<file path="src/rtl/ddp_pkg_arbiter.sv">
// ---------------------------------------------------------------------------
// ddp_pkg_arbiter
//
// Packet-atomic round-robin arbiter in front of the packet-encapsulation FIFO
// write port. Several DDP header generators each offer one beat per cycle.
// A requester is granted on a packet boundary and keeps the grant from SOP
// to EOP, so multi-beat SEND packets are never interleaved. The granted beat
// passes through one output register toward the FIFO under pkgFifoFull
// back-pressure.
//
// Ports:
//   clock, reset         core clock, asynchronous active-low reset
//   reqValid             per-requester beat valid
//   reqRdmapHeader       56 bits per requester, requester i at [56i+55:56i]
//   reqRdmapCtrl         8 bits per requester
//   reqDdpHeader         16 bits per requester
//   reqDdpCtrl           8 bits per requester, bit 7 = SOP, bit 6 = EOP
//   reqReady             per-requester accept (beat taken on valid & ready)
//   pkgFifoFull          FIFO full back-pressure
//   pkgPush              push strobe to the FIFO
//   pkgRdmapHeader/Ctrl  registered beat, RDMAP part
//   pkgDdpHeader/Ctrl    registered beat, DDP part
//   pkgSrcId             requester index of the registered beat
//   locked               arbiter is inside a multi-beat packet
//   protoErr             sticky protocol-error flag
//   pktCount             EOP beats pushed, wraps at 16 bits
// ---------------------------------------------------------------------------
module ddp_pkg_arbiter #(
    parameter int NUM_REQ  = 4,
    parameter int REQ_ID_W = 2
) (
    input  logic                    clock,
    input  logic                    reset,
    input  logic [NUM_REQ-1:0]      reqValid,
    input  logic [56*NUM_REQ-1:0]   reqRdmapHeader,
    input  logic [8*NUM_REQ-1:0]    reqRdmapCtrl,
    input  logic [16*NUM_REQ-1:0]   reqDdpHeader,
    input  logic [8*NUM_REQ-1:0]    reqDdpCtrl,
    output logic [NUM_REQ-1:0]      reqReady,
    input  logic                    pkgFifoFull,
    output logic                    pkgPush,
    output logic [55:0]             pkgRdmapHeader,
    output logic [7:0]              pkgRdmapCtrl,
    output logic [15:0]             pkgDdpHeader,
    output logic [7:0]              pkgDdpCtrl,
    output logic [REQ_ID_W-1:0]     pkgSrcId,
    output logic                    locked,
    output logic                    protoErr,
    output logic [15:0]             pktCount
);

    localparam logic [0:0] ST_IDLE = 1'b0;
    localparam logic [0:0] ST_LOCK = 1'b1;

    // Architectural state
    logic [0:0]          state_reg;
    logic [REQ_ID_W-1:0] rr_ptr_reg;
    logic [REQ_ID_W-1:0] owner_id_reg;
    logic                out_valid_reg;
    logic [55:0]         rdmap_hdr_reg;
    logic [7:0]          rdmap_ctrl_reg;
    logic [15:0]         ddp_hdr_reg;
    logic [7:0]          ddp_ctrl_reg;
    logic [REQ_ID_W-1:0] src_id_reg;
    logic                proto_err_reg;
    logic [15:0]         pkt_count_reg;

    // Per-requester views of the packed input buses
    logic [55:0] req_rdmap_hdr  [NUM_REQ];
    logic [7:0]  req_rdmap_ctrl [NUM_REQ];
    logic [15:0] req_ddp_hdr    [NUM_REQ];
    logic [7:0]  req_ddp_ctrl   [NUM_REQ];

    generate
        for (genvar gi = 0; gi < NUM_REQ; gi++) begin : g_unpack
            assign req_rdmap_hdr[gi]  = reqRdmapHeader[56*gi +: 56];
            assign req_rdmap_ctrl[gi] = reqRdmapCtrl[8*gi +: 8];
            assign req_ddp_hdr[gi]    = reqDdpHeader[16*gi +: 16];
            assign req_ddp_ctrl[gi]   = reqDdpCtrl[8*gi +: 8];
        end
    endgenerate

    // Output stage handshake: the register may load when empty or draining
    // this very cycle, which gives back-to-back beats with no bubble.
    logic push;
    logic can_load;
    assign push     = out_valid_reg & ~pkgFifoFull;
    assign can_load = ~out_valid_reg | push;

    // Round-robin search starting at rr_ptr_reg
    logic [REQ_ID_W-1:0] winner;
    logic                winner_found;
    always_comb begin
        int idx;
        winner       = '0;
        winner_found = 1'b0;
        idx          = 0;
        for (int k = 0; k < NUM_REQ; k++) begin
            idx = int'(rr_ptr_reg) + k;
            if (idx >= NUM_REQ) begin
                idx = idx - NUM_REQ;
            end
            if (!winner_found && reqValid[idx]) begin
                winner_found = 1'b1;
                winner       = REQ_ID_W'(idx);
            end
        end
    end

    // Selected requester: the owner while locked, otherwise the RR winner
    logic                sel_valid;
    logic [REQ_ID_W-1:0] sel_id;
    logic                accept;
    logic                sel_sop;
    logic                sel_eop;

    assign sel_id    = (state_reg == ST_LOCK) ? owner_id_reg : winner;
    assign sel_valid = (state_reg == ST_LOCK) ? reqValid[owner_id_reg] : winner_found;
    assign accept    = sel_valid & can_load;
    assign sel_sop   = req_ddp_ctrl[sel_id][7];
    assign sel_eop   = req_ddp_ctrl[sel_id][6];

    // Ready depends only on state, pointer, valids and can_load. While locked
    // the owner sees ready even if it is idle, so it can resume at any time.
    generate
        for (genvar gi = 0; gi < NUM_REQ; gi++) begin : g_ready
            assign reqReady[gi] = can_load &
                ((state_reg == ST_LOCK) ? (int'(owner_id_reg) == gi)
                                        : (winner_found && (int'(winner) == gi)));
        end
    endgenerate

    function automatic logic [REQ_ID_W-1:0] next_id(input logic [REQ_ID_W-1:0] id);
        return (int'(id) == NUM_REQ - 1) ? '0 : id + 1'b1;
    endfunction

    always_ff @(posedge clock or negedge reset) begin
        if (!reset) begin
            state_reg      <= ST_IDLE;
            rr_ptr_reg     <= '0;
            owner_id_reg   <= '0;
            out_valid_reg  <= 1'b0;
            rdmap_hdr_reg  <= '0;
            rdmap_ctrl_reg <= '0;
            ddp_hdr_reg    <= '0;
            ddp_ctrl_reg   <= '0;
            src_id_reg     <= '0;
            proto_err_reg  <= 1'b0;
            pkt_count_reg  <= '0;
        end else begin
            // Output register
            if (accept) begin
                out_valid_reg  <= 1'b1;
                rdmap_hdr_reg  <= req_rdmap_hdr[sel_id];
                rdmap_ctrl_reg <= req_rdmap_ctrl[sel_id];
                ddp_hdr_reg    <= req_ddp_hdr[sel_id];
                ddp_ctrl_reg   <= req_ddp_ctrl[sel_id];
                src_id_reg     <= sel_id;
            end else if (push) begin
                out_valid_reg <= 1'b0;
            end

            if (push && ddp_ctrl_reg[6]) begin
                pkt_count_reg <= pkt_count_reg + 16'd1;
            end

            // Packet FSM
            if (accept) begin
                case (state_reg)
                    ST_IDLE: begin
                        if (sel_sop && !sel_eop) begin
                            state_reg    <= ST_LOCK;
                            owner_id_reg <= sel_id;
                        end else begin
                            // Single-beat packet, or a stray beat without
                            // SOP that is flagged and treated as one.
                            rr_ptr_reg <= next_id(sel_id);
                            if (!sel_sop) begin
                                proto_err_reg <= 1'b1;
                            end
                        end
                    end
                    ST_LOCK: begin
                        if (sel_eop) begin
                            state_reg  <= ST_IDLE;
                            rr_ptr_reg <= next_id(owner_id_reg);
                        end else if (sel_sop) begin
                            proto_err_reg <= 1'b1;
                        end
                    end
                    default: state_reg <= ST_IDLE;
                endcase
            end
        end
    end

    assign pkgPush        = push;
    assign pkgRdmapHeader = rdmap_hdr_reg;
    assign pkgRdmapCtrl   = rdmap_ctrl_reg;
    assign pkgDdpHeader   = ddp_hdr_reg;
    assign pkgDdpCtrl     = ddp_ctrl_reg;
    assign pkgSrcId       = src_id_reg;
    assign locked         = (state_reg == ST_LOCK);
    assign protoErr       = proto_err_reg;
    assign pktCount       = pkt_count_reg;

endmodule

</file>
<file path="config.mk">
export PLATFORM = sky130hd
export DESIGN_NAME = ddp_pkg_arbiter
export DESIGN_NICKNAME = d
export VERILOG_FILES = /design/src/rtl/ddp_pkg_arbiter.sv
export SDC_FILE = /design/constraint.sdc
export NUM_CORES = 1
export LEC_CHECK = 0
export ABC_AREA = 1
export ABC_CLOCK_PERIOD_IN_PS = 2550
export BUFFER_PORTS_ARGS = -buffer_cell sky130_fd_sc_hd__clkbuf_2
export CAP_MARGIN = 20
export CORE_AREA = 2 2 183 185
export DETAILED_ROUTE_END_ITERATION = 8
export DIE_AREA = 0 0 185 187
export GPL_TIMING_DRIVEN = 0
export PLACE_DENSITY = 0.49
export SYNTH_ARGS = -nofsm -noshare
export SYNTH_HDL_FRONTEND = slang
export SYNTH_SLANG_ARGS = --single-unit
</file>
<file path="constraint.sdc">
create_clock -name clock -period 2.55 [get_ports clock]
set_input_delay 0.3825 -clock clock [delete_from_list [all_inputs] [get_ports clock]]
set_output_delay 0.3825 -clock clock [all_outputs]
set_load 0.01 [all_outputs]
</file>
; ---- Word level (Yosys, flattened, before mapping)
; Index checks and enable logic that the tools add are counted.
[word_totals]
reg_bits = 113
inputBits = 359
output_inout_bits = 113
wordCells = 132
[op_classes]
n_addsub = 10
magnitude_cmp = 10
eq_ne = 12
n_mux = 59
n_bitwise = 11
reduce_logical = 19
[op_table]
columns = operator, count
row1 = "32-bit by 4-bit less-than comparator with 1-bit output, second input constant", 4
row2 = 32-bit two-way mux, 4
row3 = 56-bit binary-select mux with 2-bit select, 1
row4 = 56-bit two-way mux, 2
row5 = 16-bit binary-select mux with 2-bit select, 1
row6 = 8-bit binary-select mux with 2-bit select, 2
row7 = 16-bit two-way mux, 2
row8 = 8-bit two-way mux, 4
row9 = 1-bit two-way mux, 26
row10 = 2-bit two-way mux, 9
row11 = "16-bit by 1-bit adder with 16-bit output, second input constant", 1
row12 = "3-bit >= comparator, second input constant", 4
row13 = "3-bit by 3-bit subtractor with 4-bit output, second input constant", 3
row14 = 1-bit binary-select mux with 2-bit select, 5
row15 = 1-bit logical AND, 9
row16 = "2-bit == test, second input constant", 4
row17 = "2-bit by 2-bit adder with 3-bit output, second input constant", 2
row18 = 1-bit bitwise AND, 6
row19 = "2-bit by 1-bit == test with 1-bit output, second input constant", 3
row20 = "2-bit inequality test, second input constant", 3
row21 = 3-bit AND reduction, 2
row22 = 5-bit AND reduction, 1
row23 = "2-bit by 1-bit adder with 2-bit output, second input constant", 2
row24 = 1-bit zero test, 4
row25 = 12 further kinds, 17

; ---- Logic depth before layout (Yosys ltp)
[depth]
depth_word = 24
mapped_depth = 18
mapped_depth_nobuf = 18

; ---- Worst setup path after synthesis
; OpenSTA, ideal clock, no wires.
[synth_path]
path_type = reg2reg
startpoint = register rr_ptr_reg[0]
endpoint = register rdmap_hdr_reg[42] (netlist: pkgRdmapHeader[42])
setup_ps = 130
t_arrival_ps = 1865
required_time_ps = 2420
slack_ps = 555
stages_incl_launch_ff = 16
path_buffers = 3
period_less_slack_ps = 1995
cell_sequence = dfrtp_1 > buf_4 > nand2_1 > nand2_2 > nand2_2 > nand2_1 > nor2_4 > nand3_2 > nand3_2 > nand2_4 > nand2_8 > inv_4 > buf_6 > buf_2 > o211ai_1 > nand3_1
[synth_between]
elab_chain_cells = 20
elab_cells_between_ends = 48
cone_classes = add/sub (7) / order compare (4) / mux (29) / bitwise (2) / reduce/logical (6)
[synth_rtl]
columns = item, line_no
row1 = from (decl), 57  ; logic [REQ_ID_W-1:0] rr_ptr_reg;
row2 = from (signal assigned), 177  ; rr_ptr_reg <= next_id(sel_id);
row3 = from (signal assigned), 186  ; rr_ptr_reg <= next_id(owner_id_reg);
row4 = branches (longest 20 deep; another with 3-bit by 3-bit subtractor with 4-bit output), -
row5 = to (signal assigned), 154  ; rdmap_hdr_reg <= req_rdmap_hdr[sel_id];
row6 = to (decl), 60  ; logic [55:0] rdmap_hdr_reg;
; Several ways; the timed one is not identified. The select of a mux whose other input is x is not followed.
; A chain may end at the register's enable or synchronous reset.

; ---- Final worst setup path
[layout_path]
startpoint = register rr_ptr_reg[0]
endpoint = output port reqReady[1]
[layout_between]
elab_chain_cells = 19
elab_cells_between_ends = 45
cone_classes = add/sub (7) / order compare (4) / eq/ne (1) / mux (25) / bitwise (1) / reduce/logical (7)
[layout_rtl]
columns = item, line_no
row1 = branches (longest 16 deep; another with 3-bit by 3-bit subtractor with 4-bit output), -
row2 = 1-bit logical AND *, 129  ; : (winner_found && (int'(winner) == gi)));
row3 = 1-bit two-way mux *, 128  ; ((state_reg == ST_LOCK) ? (int'(owner_id_reg) == gi)
row4 = 1-bit bitwise AND *, 127  ; assign reqReady[gi] = can_load &
row5 = to (decl), 39  ; output logic [NUM_REQ-1:0] reqReady,
; Every way passes the cells marked *. The select of a mux whose other input is x is not followed.

==> impl_metrics.yaml <==
place:
  pre_cts_ws_ns: -0.311
  place.gp.congestion: 0.869
  hpwlAfterDp_microns: 30000
  port_buffers: 471
  dp.cells: 1947
worst_setup_path:
  arrival_ns: 2.24
  end_kind: "primary output"
  crit_path_cell_trace: "buf_6 > nand2_1 > nand3_2 > nand2_2 > nor2_4 > nand4_1 > nand2_4 > nand3_4 > a21oi_2 > buf_2"
  max_stage_delay_ns: 0.45
  worst-setup-path-type: "register to primary output"
  critPathSlowestCell: "dfrtp_2"
  crit_fanout: 5
  cp-start-kind: "register"
  worst_ep_required_time_ns: 2.17
layout:
  seq_area_sq_um: 2830
  nets: 1915
  drive_above_1_share_pct: 48.2
  syn2layout_area_growth_pct: 66.7
  fillers: 3587
  final_cells: 2011
  multi_input_area_sq_um: 4630
  largest_reg_flops: 56
  fin_util_pct: 37.4
  n_antenna_cell: 0
worst_hold_path:
  hp-class: "primary input to register"
clock_tree:
  cts_tree: "done"
  cts-root-buf: "clkbuf_16"
  insertion_delay_ns: 0.41
  path_clk_slew_ns: 0.06
  clk_path_buf_depth: 2
  cts_buffers: 17
  htreeDepth: 4
  numClockSinks: 113
drt:
  routedWlPerCell_microns: 19.6
  ant_nets: 0
  wl_microns: 39500
  vias_per_cell: 4.57
  drt_pre_antenna_iters: 5
  vias: 9190
  dr.first_iter.drc_count: 375
  drc_errors: 0
sta:
  period_minus_slack_ns: 2.62
  relSlewSlack_pct: 59.0
  layout_setup_ws_ns: -0.0736
  period_share_pct: 103
  timing.fmax_mhz: 381
  setup_violations: 14
  hold_viol: 0
  final-max-slew-violation-count: 0
  rsz0062_at_grt: "true"
  tightest_slew_ns: 0.615
  clock_skew_ns: 0.00995
  worst_hold_slack_ns: 0.241
logic_synthesis:
  netlist_area_sq_um: 7360
  syn_inst: 1027
  syn_avg_cell_area_sq_um: 7.17
  yosysUniqueCellTypes: 36
  ys_warn_count: 0
  seq_area_frac_synth_pct: 38.4
  synth-seq-cells: 113
  syn_nets: 1391
global_routing:
  grt.overflow.total: 0
  grt.total_usage_pct: 21.5
  grt_pass1_wl_microns: 55400
  antenna_found_initial: 2
  grt_pass1_vias: 9076
  grt_start_max_net_pins: 58
run_status:
  outcome: "finished with violations"
  violations: "negative setup slack"
floorplanning:
  std_cell_rows: 67
  initial_core_util_pct: 22.4
  dieWidth_microns: 185
  die_y_microns: 187
  io_pins: 472
  die_area_sq_um: 34600
  core_area_sq_um: 32900
power:
  max-vdd-ir-drop_mv: 0.665
  p_per_area_nw_per_um2: 1780
  p_leak_nw: 6.48
  fin_total_pwr_mw: 21.9
job:
  cap_violations: 0
## repair_timing
action / in CTS / in global routing
buffers inserted: 3 / 23
pin swaps: 6 / 85
cloned: 0 / 9
endpoints found under the setup margin: 86 / 84
hold buffers: 1 / 0
gates resized for setup: 28 / 235
hold endpoints to repair: 56 / 0
## final timing paths
check | startpoint | endpoint | slack (ns) | cells past startpoint
worst min-delay path | reqRdmapHeader[164] | pkgRdmapHeader[52] | 0.24 | 3
worst max-delay path | rr_ptr_reg[0] | reqReady[1] | -0.07 | 10
worst min register to register | pktCount[15] | pktCount[15] | 0.47 | 1
min in group asynchronous | reset | pkgRdmapHeader[2] | 0.50 | 2
worst max register to register | rr_ptr_reg[0] | pkgRdmapHeader[43] | -0.04 | 15
max in group asynchronous | reset | pkgRdmapHeader[11] | 1.34 | 3
## layout by cell type (no fill, tap or decap), drive strengths merged, types with 2 or more instances in the layout
master / n
clkbuf: 514
nand2: 399
nand3: 192
dfrtp: 113
buf: 76
a21oi: 46
o21ai: 46
mux2i: 38
nor2: 32
inv: 31
o211ai: 20
or2: 10
xnor2: 7
xor2: 7
clkinv: 7
ha: 5
nand4: 4
bufinv: 4
nor3: 3
clkinvlp: 3
nand3b: 2
## power breakdown
| group | switching, mW | internal [mW] |
|---|---|---|
| combinational | 9.64 | 6.43 |
| clock | 0.930 | 1.63 |
| sequential | 0.547 | 2.71 |
| total | 11.1 | 10.8 |
## synthesized netlist by cell type, drive strengths merged
cell    count  area (sq um)
a21oi      46           234
and3        1          6.26
buf        52           378
clkbuf     15          56.3
clkinv      2          8.75
dfrtp     113          2830
ha          5          62.6
inv        31           119
mux2        1          11.3
mux2i      38           380
nand2     399          1540
nand3     192           976
nand3b      2          15.0
nand4       4          25.0
nor2       32           135
nor3        3          15.0
o211a       1          10.0
o211ai     20           150
o21ai      46           230
or2        10          62.6
xnor2       7          61.3
xor2        7          61.3
## worst max-delay path, delay by kind of cell, from the launching register on
kind                   cells  cell delay (ns)
flip-flops                 1             0.45
buffers and inverters      2             0.31
AO/OA/AOI/OAI              1             0.17
AND/OR/NAND/NOR            7             0.90
## area by class of cell
type                       count  share of cell area [%]
clock inverter                11                    1.34
timing repair buffer         506                    23.2
sequential                   113                    23.1
tap                          448                    4.57
inverter                      33                    1.23
buffer                        65                    5.32
multi-input combinational    814                    37.7
timing repair inverter         1                  0.0612
clock buffer                  20                    3.56
## metrics by stage
step	instance area, sq um	setup TNS [ns]
floorplan	7360	0
global placement	10300	-106.23
detailed placement	10300	-11.89
CTS	11000	-0.0181
global route	12300	-9.04
finish	12300	-0.462
## cells by family (layout without fill, tap and decap cells)
family,count (synthesis),after routing,synth area share [%]
buf+inv,100,636,7.63
flops,113,113,38.4
fa+ha+maj,5,5,0.850
simple gates,643,643,37.6
mux,39,39,5.32
compound gates,113,113,8.48
xor+xnor,14,14,1.67
## metal layers
| layer | vias up | GRT usage, % | wire length (microns) | part of all wire (%) |
|---|---|---|---|---|
| met2 | 345 | 38.3 | 19900 | 50 |
| li1 | 4453 | - | - | - |
| met4 | 4 | 4.82 | 682 | 1.7 |
| met1 | 4350 | 26.2 | 16500 | 42 |
| met3 | 38 | 4.69 | 2310 | 5.8 |
| met5 | - | 0 | 26 | 0.066 |
Power figures use the tool's default switching activity.
